## src/rtl/uart_reg_cmd_ctrl.sv

```systemverilog
// UART command sequencer: parses 'W'/'R' byte commands from the UART RX path,
// runs one register-bus transaction as sole master, and streams the ACK/NAK
// status (plus read data) back out of the UART TX path.
module uart_reg_cmd_ctrl #(
    parameter int unsigned ByteTimeout = 20000,
    parameter int unsigned BusTimeout  = 64
) (
    input  logic        clk_i,
    input  logic        rst_ni,
    input  logic        rx_valid_i,
    input  logic [7:0]  rx_data_i,
    output logic        tx_valid_o,
    output logic [7:0]  tx_data_o,
    input  logic        tx_ready_i,
    output logic        bus_req_o,
    output logic        bus_we_o,
    output logic [7:0]  bus_addr_o,
    output logic [31:0] bus_wdata_o,
    input  logic        bus_gnt_i,
    input  logic        bus_rvalid_i,
    input  logic [31:0] bus_rdata_i,
    input  logic        bus_err_i,
    output logic        busy_o,
    output logic        rx_drop_o
);

    // One counter serves both timeouts; they are never active at the same time.
    localparam int unsigned CntMax = (ByteTimeout > BusTimeout) ? ByteTimeout : BusTimeout;
    localparam int unsigned CntW   = $clog2(CntMax + 1);
    localparam logic [CntW-1:0] ByteLim = CntW'(ByteTimeout - 1);
    localparam logic [CntW-1:0] BusLim  = CntW'(BusTimeout - 1);

    localparam logic [7:0] OpWrite = 8'h57;
    localparam logic [7:0] OpRead  = 8'h52;
    localparam logic [7:0] Ack     = 8'h06;
    localparam logic [7:0] Nak     = 8'h15;

    typedef enum logic [2:0] {S_IDLE, S_ADDR, S_WDATA, S_BUS, S_TX} state_e;

    state_e          state_q, state_d;
    logic            we_q, we_d;
    logic [7:0]      addr_q, addr_d;
    logic [31:0]     wdata_q, wdata_d;
    logic [31:0]     rdata_q, rdata_d;
    logic [2:0]      idx_q, idx_d;    // wdata byte index in WDATA, response byte index in TX
    logic [2:0]      last_q, last_d;  // index of the final response byte
    logic [7:0]      resp_q, resp_d;
    logic [CntW-1:0] cnt_q, cnt_d;
    logic            req_q, req_d;
    logic            drop_q, drop_d;

    // State and datapath registers
    always_ff @(posedge clk_i or negedge rst_ni) begin
        if (!rst_ni) begin
            state_q <= S_IDLE;
            we_q    <= 1'b0;
            addr_q  <= '0;
            wdata_q <= '0;
            rdata_q <= '0;
            idx_q   <= '0;
            last_q  <= '0;
            resp_q  <= '0;
            cnt_q   <= '0;
            req_q   <= 1'b0;
            drop_q  <= 1'b0;
        end else begin
            state_q <= state_d;
            we_q    <= we_d;
            addr_q  <= addr_d;
            wdata_q <= wdata_d;
            rdata_q <= rdata_d;
            idx_q   <= idx_d;
            last_q  <= last_d;
            resp_q  <= resp_d;
            cnt_q   <= cnt_d;
            req_q   <= req_d;
            drop_q  <= drop_d;
        end
    end

    // Next-state: command parse, bus handshake with timeout, response streaming
    always_comb begin
        state_d = state_q;
        we_d    = we_q;
        addr_d  = addr_q;
        wdata_d = wdata_q;
        rdata_d = rdata_q;
        idx_d   = idx_q;
        last_d  = last_q;
        resp_d  = resp_q;
        cnt_d   = cnt_q;
        req_d   = req_q;
        drop_d  = 1'b0;
        unique case (state_q)
            S_IDLE: begin
                if (rx_valid_i) begin
                    if (rx_data_i == OpWrite || rx_data_i == OpRead) begin
                        we_d    = (rx_data_i == OpWrite);
                        cnt_d   = '0;
                        state_d = S_ADDR;
                    end else begin
                        resp_d  = Nak;
                        last_d  = 3'd0;
                        idx_d   = 3'd0;
                        state_d = S_TX;
                    end
                end
            end
            S_ADDR: begin
                if (rx_valid_i) begin
                    addr_d = rx_data_i;
                    cnt_d  = '0;
                    idx_d  = 3'd0;
                    if (we_q) begin
                        state_d = S_WDATA;
                    end else begin
                        req_d   = 1'b1;  // request goes out the cycle after the last byte
                        state_d = S_BUS;
                    end
                end else if (cnt_q == ByteLim) begin
                    state_d = S_IDLE;
                end else begin
                    cnt_d = cnt_q + 1'b1;
                end
            end
            S_WDATA: begin
                if (rx_valid_i) begin
                    wdata_d[8*idx_q[1:0] +: 8] = rx_data_i;
                    cnt_d = '0;
                    if (idx_q == 3'd3) begin
                        req_d   = 1'b1;
                        state_d = S_BUS;
                    end else begin
                        idx_d = idx_q + 3'd1;
                    end
                end else if (cnt_q == ByteLim) begin
                    state_d = S_IDLE;
                end else begin
                    cnt_d = cnt_q + 1'b1;
                end
            end
            S_BUS: begin
                drop_d = rx_valid_i;
                if (req_q && bus_gnt_i) req_d = 1'b0;
                if (bus_rvalid_i) begin
                    req_d   = 1'b0;
                    idx_d   = 3'd0;
                    state_d = S_TX;
                    if (bus_err_i) begin
                        resp_d = Nak;
                        last_d = 3'd0;
                    end else begin
                        resp_d = Ack;
                        last_d = we_q ? 3'd0 : 3'd4;
                        if (!we_q) rdata_d = bus_rdata_i;
                    end
                end else if (cnt_q == BusLim) begin
                    // Abort: late gnt/rvalid are ignored once we leave BUS.
                    req_d   = 1'b0;
                    resp_d  = Nak;
                    last_d  = 3'd0;
                    idx_d   = 3'd0;
                    state_d = S_TX;
                end else begin
                    cnt_d = cnt_q + 1'b1;
                end
            end
            S_TX: begin
                drop_d = rx_valid_i;
                if (tx_ready_i) begin
                    if (idx_q == last_q) state_d = S_IDLE;
                    else                 idx_d   = idx_q + 3'd1;
                end
            end
            default: state_d = S_IDLE;
        endcase
    end

    // Response byte select: status first, then read data little-endian
    always_comb begin
        tx_data_o = 8'h00;
        if (state_q == S_TX) begin
            case (idx_q)
                3'd0:    tx_data_o = resp_q;
                3'd1:    tx_data_o = rdata_q[7:0];
                3'd2:    tx_data_o = rdata_q[15:8];
                3'd3:    tx_data_o = rdata_q[23:16];
                3'd4:    tx_data_o = rdata_q[31:24];
                default: tx_data_o = 8'h00;
            endcase
        end
    end

    assign tx_valid_o  = (state_q == S_TX);
    assign bus_req_o   = req_q;
    assign bus_we_o    = we_q;
    assign bus_addr_o  = addr_q;
    assign bus_wdata_o = wdata_q;
    assign busy_o      = (state_q != S_IDLE);
    assign rx_drop_o   = drop_q;

endmodule

```

## config.mk

```make
export PLATFORM = sky130hd
export DESIGN_NAME = uart_reg_cmd_ctrl
export DESIGN_NICKNAME = d
export VERILOG_FILES = /design/src/rtl/uart_reg_cmd_ctrl.sv
export SDC_FILE = /design/constraint.sdc
export NUM_CORES = 1
export LEC_CHECK = 0
export BUFFER_PORTS_ARGS = -buffer_cell sky130_fd_sc_hd__buf_2
export CAP_MARGIN = 30
export CELL_PAD_IN_SITES_DETAIL_PLACEMENT = 1
export CELL_PAD_IN_SITES_GLOBAL_PLACEMENT = 1
export CORE_ASPECT_RATIO = 0.75
export CORE_UTILIZATION = 30
export CTS_CLUSTER_DIAMETER = 120
export DETAILED_ROUTE_END_ITERATION = 12
export PLACE_DENSITY_LB_ADDON = 0.1
export SLEW_MARGIN = 10
export SYNTH_ARGS = -nofsm -noshare
export SYNTH_HDL_FRONTEND = slang
export SYNTH_SLANG_ARGS = --single-unit
```

## constraint.sdc

```tcl
create_clock -name clk_i -period 2 [get_ports clk_i]
set_input_delay 0.4 -clock clk_i [delete_from_list [all_inputs] [get_ports clk_i]]
set_output_delay 0.4 -clock clk_i [all_outputs]
set_load 0.03 [all_outputs]
```

Word level (Yosys, flattened, before mapping)
Index checks and enable logic that the tools add are counted.

storage, ports and cells
  register bits = 107
  output and inout bits = 53
  input port bits = 47
  word-level logic and storage cells = 119

operators by class
  reductions and logical operators = 20
  multiplexer cells = 51
  $add $sub $neg = 3
  equal/unequal tests = 30
  shift operators = 2
  bitwise logic cells = 2

operator list
  cell                     count
  $mux 15                  6
  $mux 3                   22
  $pmux 15 s3              1
  $mux 8                   5
  $pmux 8 s5               1
  $neg 5->34               1
  $shift 8x34->32 const A  1
  $shiftx 8x34->32         1
  $bwmux 32                1
  $pmux 3 s5               2
  $ne 2x2->1 const B       11
  $eq 8x7->1 const B       2
  $pmux 8 s2               1
  $add 15x1->15 const B    1
  $eq 15x15->1 const B     1
  $eq 15x6->1 const B      1
  $eq 3x2->1 const B       4
  $reduce_and 6->1         2
  $mux 1                   9
  $ne 3x3->1 const B       3
  $reduce_and 9->1         1
  $reduce_bool 3->1        3
  $reduce_and 4->1         2
  $eq 3x1->1 const B       2
  18 further kinds         24

Longest topological paths before layout
  depth after elaboration = 5
  mapped depth = 9
  gate-level depth less buffers = 7

Worst setup path after synthesis
No wires, ideal clock.

  path type = register -> output
  from = register state_q[2]
  to = output port tx_data_o[0]
  buffers on the path = 1
  slack = -0.961 ns
  arrival time = 2.561 ns
  cell stages (with the launch flop) = 6
  cell sequence = dfrtp_1 clkbuf_1 inv_1 nor3_1 o21ai_1 a31oi_1

on the way
  longest elaborated chain between the ends = 2

RTL lines
  item                    RTL line  text
  from (decl)             40        state_e state_q, state_d;
  from (signal assigned)  67        state_q <= state_d;
  $eq 3x3->1              -
  net tx_valid_o          12        output logic tx_valid_o,
  $mux 8                  182       if (state_q == S_TX) begin
  to (decl)               13        output logic [7:0] tx_data_o,

The timed path passes the listed nets, and every way through them passes these cells.

Worst setup path after layout
  from = register idx_q[1]
  to = output port tx_data_o[2]

on the way
  longest elaborated chain between the ends = 3
  elaborated cells between the ends (all ways) = 7

RTL lines
  item                                RTL line  text
  from (decl)                         45        logic [2:0] idx_q, idx_d;
  from (signal assigned)              72        idx_q <= idx_d;
  $eq 3x3->1 (tied with other cells)  183       case (idx_q)
  $pmux 8 s5 *                        183
  $mux 8 *                            182

Mark *: on every way between the ends. The rest lies on a longest branch, timed or not.

==> impl_metrics.json <==
{
  "grt_pass1_vias": 4589,
  "seq_power_share": 0.331,
  "worst_pin_slew_ns": 0.502,
  "core_mm2": 0.0154,
  "clock_sinks": 100,
  "place.gp.congestion": 0.795,
  "p_int_mw": 4.33,
  "power-per-cell-area_mw_per_mm2": 932,
  "ys_seq_area_frac": 0.525,
  "seqCellArea_mm2": 0.00251,
  "drt_iter0_markers": 216,
  "rsz0062_at_grt": "yes",
  "die_area_mm2": 0.0164,
  "cts_root_buffer": "clkbuf_16",
  "cts_hold_buf": 0,
  "clock_path_buffers": 2,
  "drt_pass1_iterations": 5,
  "drive_above_1_share": 0.499,
  "crit_required_ns": 1.60,
  "synthCells": 463,
  "async_flop_share": 1.00,
  "grt_usage": 0.202,
  "drc": 0,
  "path_class": "register to primary output",
  "syn_nets": 516,
  "initial_utilization": 0.310,
  "p_comb_frac": 0.379,
  "avgViaCountPerCell": 4.93,
  "ios": 100,
  "power.total_mw": 6.63,
  "ant_nets": 0,
  "hold_viol": 1,
  "path_buf_inv": 3,
  "max_clock_freq_ghz": 0.394,
  "min-delay-path-class": "input port to async pin",
  "cts_tree": "done",
  "placement_rows": 39,
  "die_height_um": 111,
  "nFillCells": 1736,
  "p_leak_nw": 3.35,
  "fin_ws_ns": -0.536,
  "status": "finished, violations left",
  "ys_ff_latch": 100,
  "setup_viol": 23,
  "clkPwrFrac": 0.291,
  "synth-edff-count": 0,
  "instances_no_fill": 872,
  "hold_slack_ns": -0.000179,
  "syn_area_per_cell_um2": 10.3,
  "wire_per_inst_um": 17.7,
  "diodes": 0,
  "placedCellCount": 841,
  "overflow": 0,
  "maxCapViolations": 0,
  "critical_path_arrival_ns": 2.14,
  "slowest_delay_ns": 0.40,
  "path_max_fanout": 4,
  "final_cell_mix": "dfrtp_1, buf_4, buf_2, nand2_1, mux2_2",
  "cp_cell_sequence": "buf_6, ha_4, a222oi_1, nor2_1, a221oi_1, buf_4, nor2_4, buf_6",
  "layout_commonest_cell": "dfrtp_1",
  "path_common_cell": "buf_6",
  "finalCriticalPeriod_ns": 2.54,
  "synth_warnings": 0,
  "maxSlewHeadroom": 0.666,
  "synth.distinct_cells": 64,
  "antenna_found_initial": 0,
  "clkLatencyLatePin_ns": 0.35,
  "portBuffers": 99,
  "fin_util": 0.463,
  "vias": 4301,
  "dp_hpwl_um": 11300,
  "end_kind": "primary output",
  "vdd_drop_max_mv": 0.487,
  "crit_slowest_cell": "dfrtp_1",
  "area_growth_pct": 49.4,
  "switching_share": 0.347,
  "grt_pass1_wl_um": 25300,
  "period_share": 1.27,
  "grt_max_degree": 37,
  "violations": "hold timing, setup timing",
  "cts_htree_levels": 3,
  "power_switching_mw": 2.30,
  "path_clk_slew_ns": 0.07,
  "nets": 716,
  "multi_input_area_mm2": 0.00250,
  "drv_slew": 0,
  "die_w_um": 148,
  "netlist_area_mm2": 0.00476,
  "yosys_most_used_dff": "dfrtp_1",
  "drt_wl_total_um": 15400,
  "critPathLaunchType": "register",
  "numCtsBuffers": 9,
  "critPathTopFamily": "compound AO/OA/AOI/OAI gates",
  "skew_ns": 0.00677
}
## what timing repair did
item                                    4_1_cts  5_1_grt
cloned                                        1        0
hold endpoints to repair                      0        0
resized for setup                            61       30
pin swaps                                    25       27
setup buffers                                 9        8
endpoints found under the setup margin       29       36
## worst paths after layout
kind                            startpoint               to  slack, ns  depth (start not counted)
hold / removal                      rst_ni  bus_wdata_o[30]    -0.0002                          1
max in group asynchronous           rst_ni         idx_q[0]       1.42                          2
setup / recovery                  idx_q[1]     tx_data_o[2]      -0.54                          8
min in group clk_i         bus_rdata_i[24]      rdata_q[24]       0.27                          2
setup reg to reg                  cnt_q[8]         idx_q[0]      -0.14                          7
hold reg to reg                  resp_q[2]        resp_q[2]       0.46                          1
## layer usage
layer / part of all wire / track usage
met1: 0.50 / 0.291
met5: 0 / 0
met3: 0.037 / 0.0416
met4: 0.012 / 0.0529
met2: 0.45 / 0.304
## area by class of cell
class                      instances  area share
sequential                       100       0.352
tap                              205      0.0360
clock inverter                     6      0.0132
timing repair buffer             208       0.208
clock buffer                       9      0.0316
multi-input combinational        332       0.352
inverter                          12     0.00668
## power by group through the flow
stage | clock network [mW] | logic (mW) | registers [mW]
final | 1.93 | 2.51 | 2.19
after global routing | 2.06 | 2.71 | 2.21
after CTS | 1.98 | 2.47 | 2.19
after detailed placement | 0 | 2.18 | 2.22
after global placement | 0 | 2.14 | 2.21
after floorplan | 0 | 1.13 | 2.28
## registers in the layout, summed over array words and instances (netlist names), 3 cells and up
register,flops
bus_addr_o,8
bus_wdata_o,32
cnt_q,15
idx_q,3
rdata_q,32
resp_q,3
state_q,3
## worst reg2reg max path, stage by stage, from the launching register on
cell	delay [ns]
dfrtp_1	0.38
or4b_4	0.56
nor4b_4	0.31
buf_6	0.17
nor3_4	0.05
nor3_4	0.23
buf_6	0.14
mux2i_1	0.21
## through the flow
step / instance area (um2) / hold slack (ns) / setup WS, ns / setup TNS [ns]
final: 7120 / -0.000179 / -0.536 / -4.72
after global routing: 7120 / 0.0232 / -0.612 / -6.76
after CTS: 6960 / 0.0144 / -0.549 / -4.40
after detailed placement: 6320 / 0.397 / -0.259 / -4.01
after global placement: 6320 / 0.398 / -0.180 / -2.66
after floorplan: 4900 / 0.104 / -0.0137 / -0.0393
## cell families after synthesis
family                   Yosys count  synth area share
AND/OR/NAND/NOR                  173             0.175
multiplexers                      43             0.102
buffers and inverters             32            0.0281
AO/OA/AOI/OAI                    101             0.139
XOR/XNOR                           8            0.0147
adder cells (fa/ha/maj)            6            0.0158
flip-flops                       100             0.525
## cell usage after synthesis (3+ instances only)
library cell / count / area (um2)
dfrtp_1: 100 / 2500
nand2_1: 82 / 308
o21ai_0: 48 / 240
mux2_2: 40 / 450
nor2_1: 30 / 113
nand3_1: 16 / 80.1
clkbuf_1: 13 / 48.8
inv_1: 11 / 41.3
a21oi_1: 10 / 50.1
nor3_1: 10 / 50.1
ha_1: 6 / 75.1
xor2_1: 6 / 52.6
buf_2: 5 / 25.0
or3_1: 5 / 31.3
a21o_1: 4 / 30.0
a222oi_1: 4 / 40.0
a22oi_1: 4 / 30.0
a221oi_1: 3 / 26.3
a22o_1: 3 / 26.3
a31oi_1: 3 / 18.8
(Power assumes the default switching activity.)
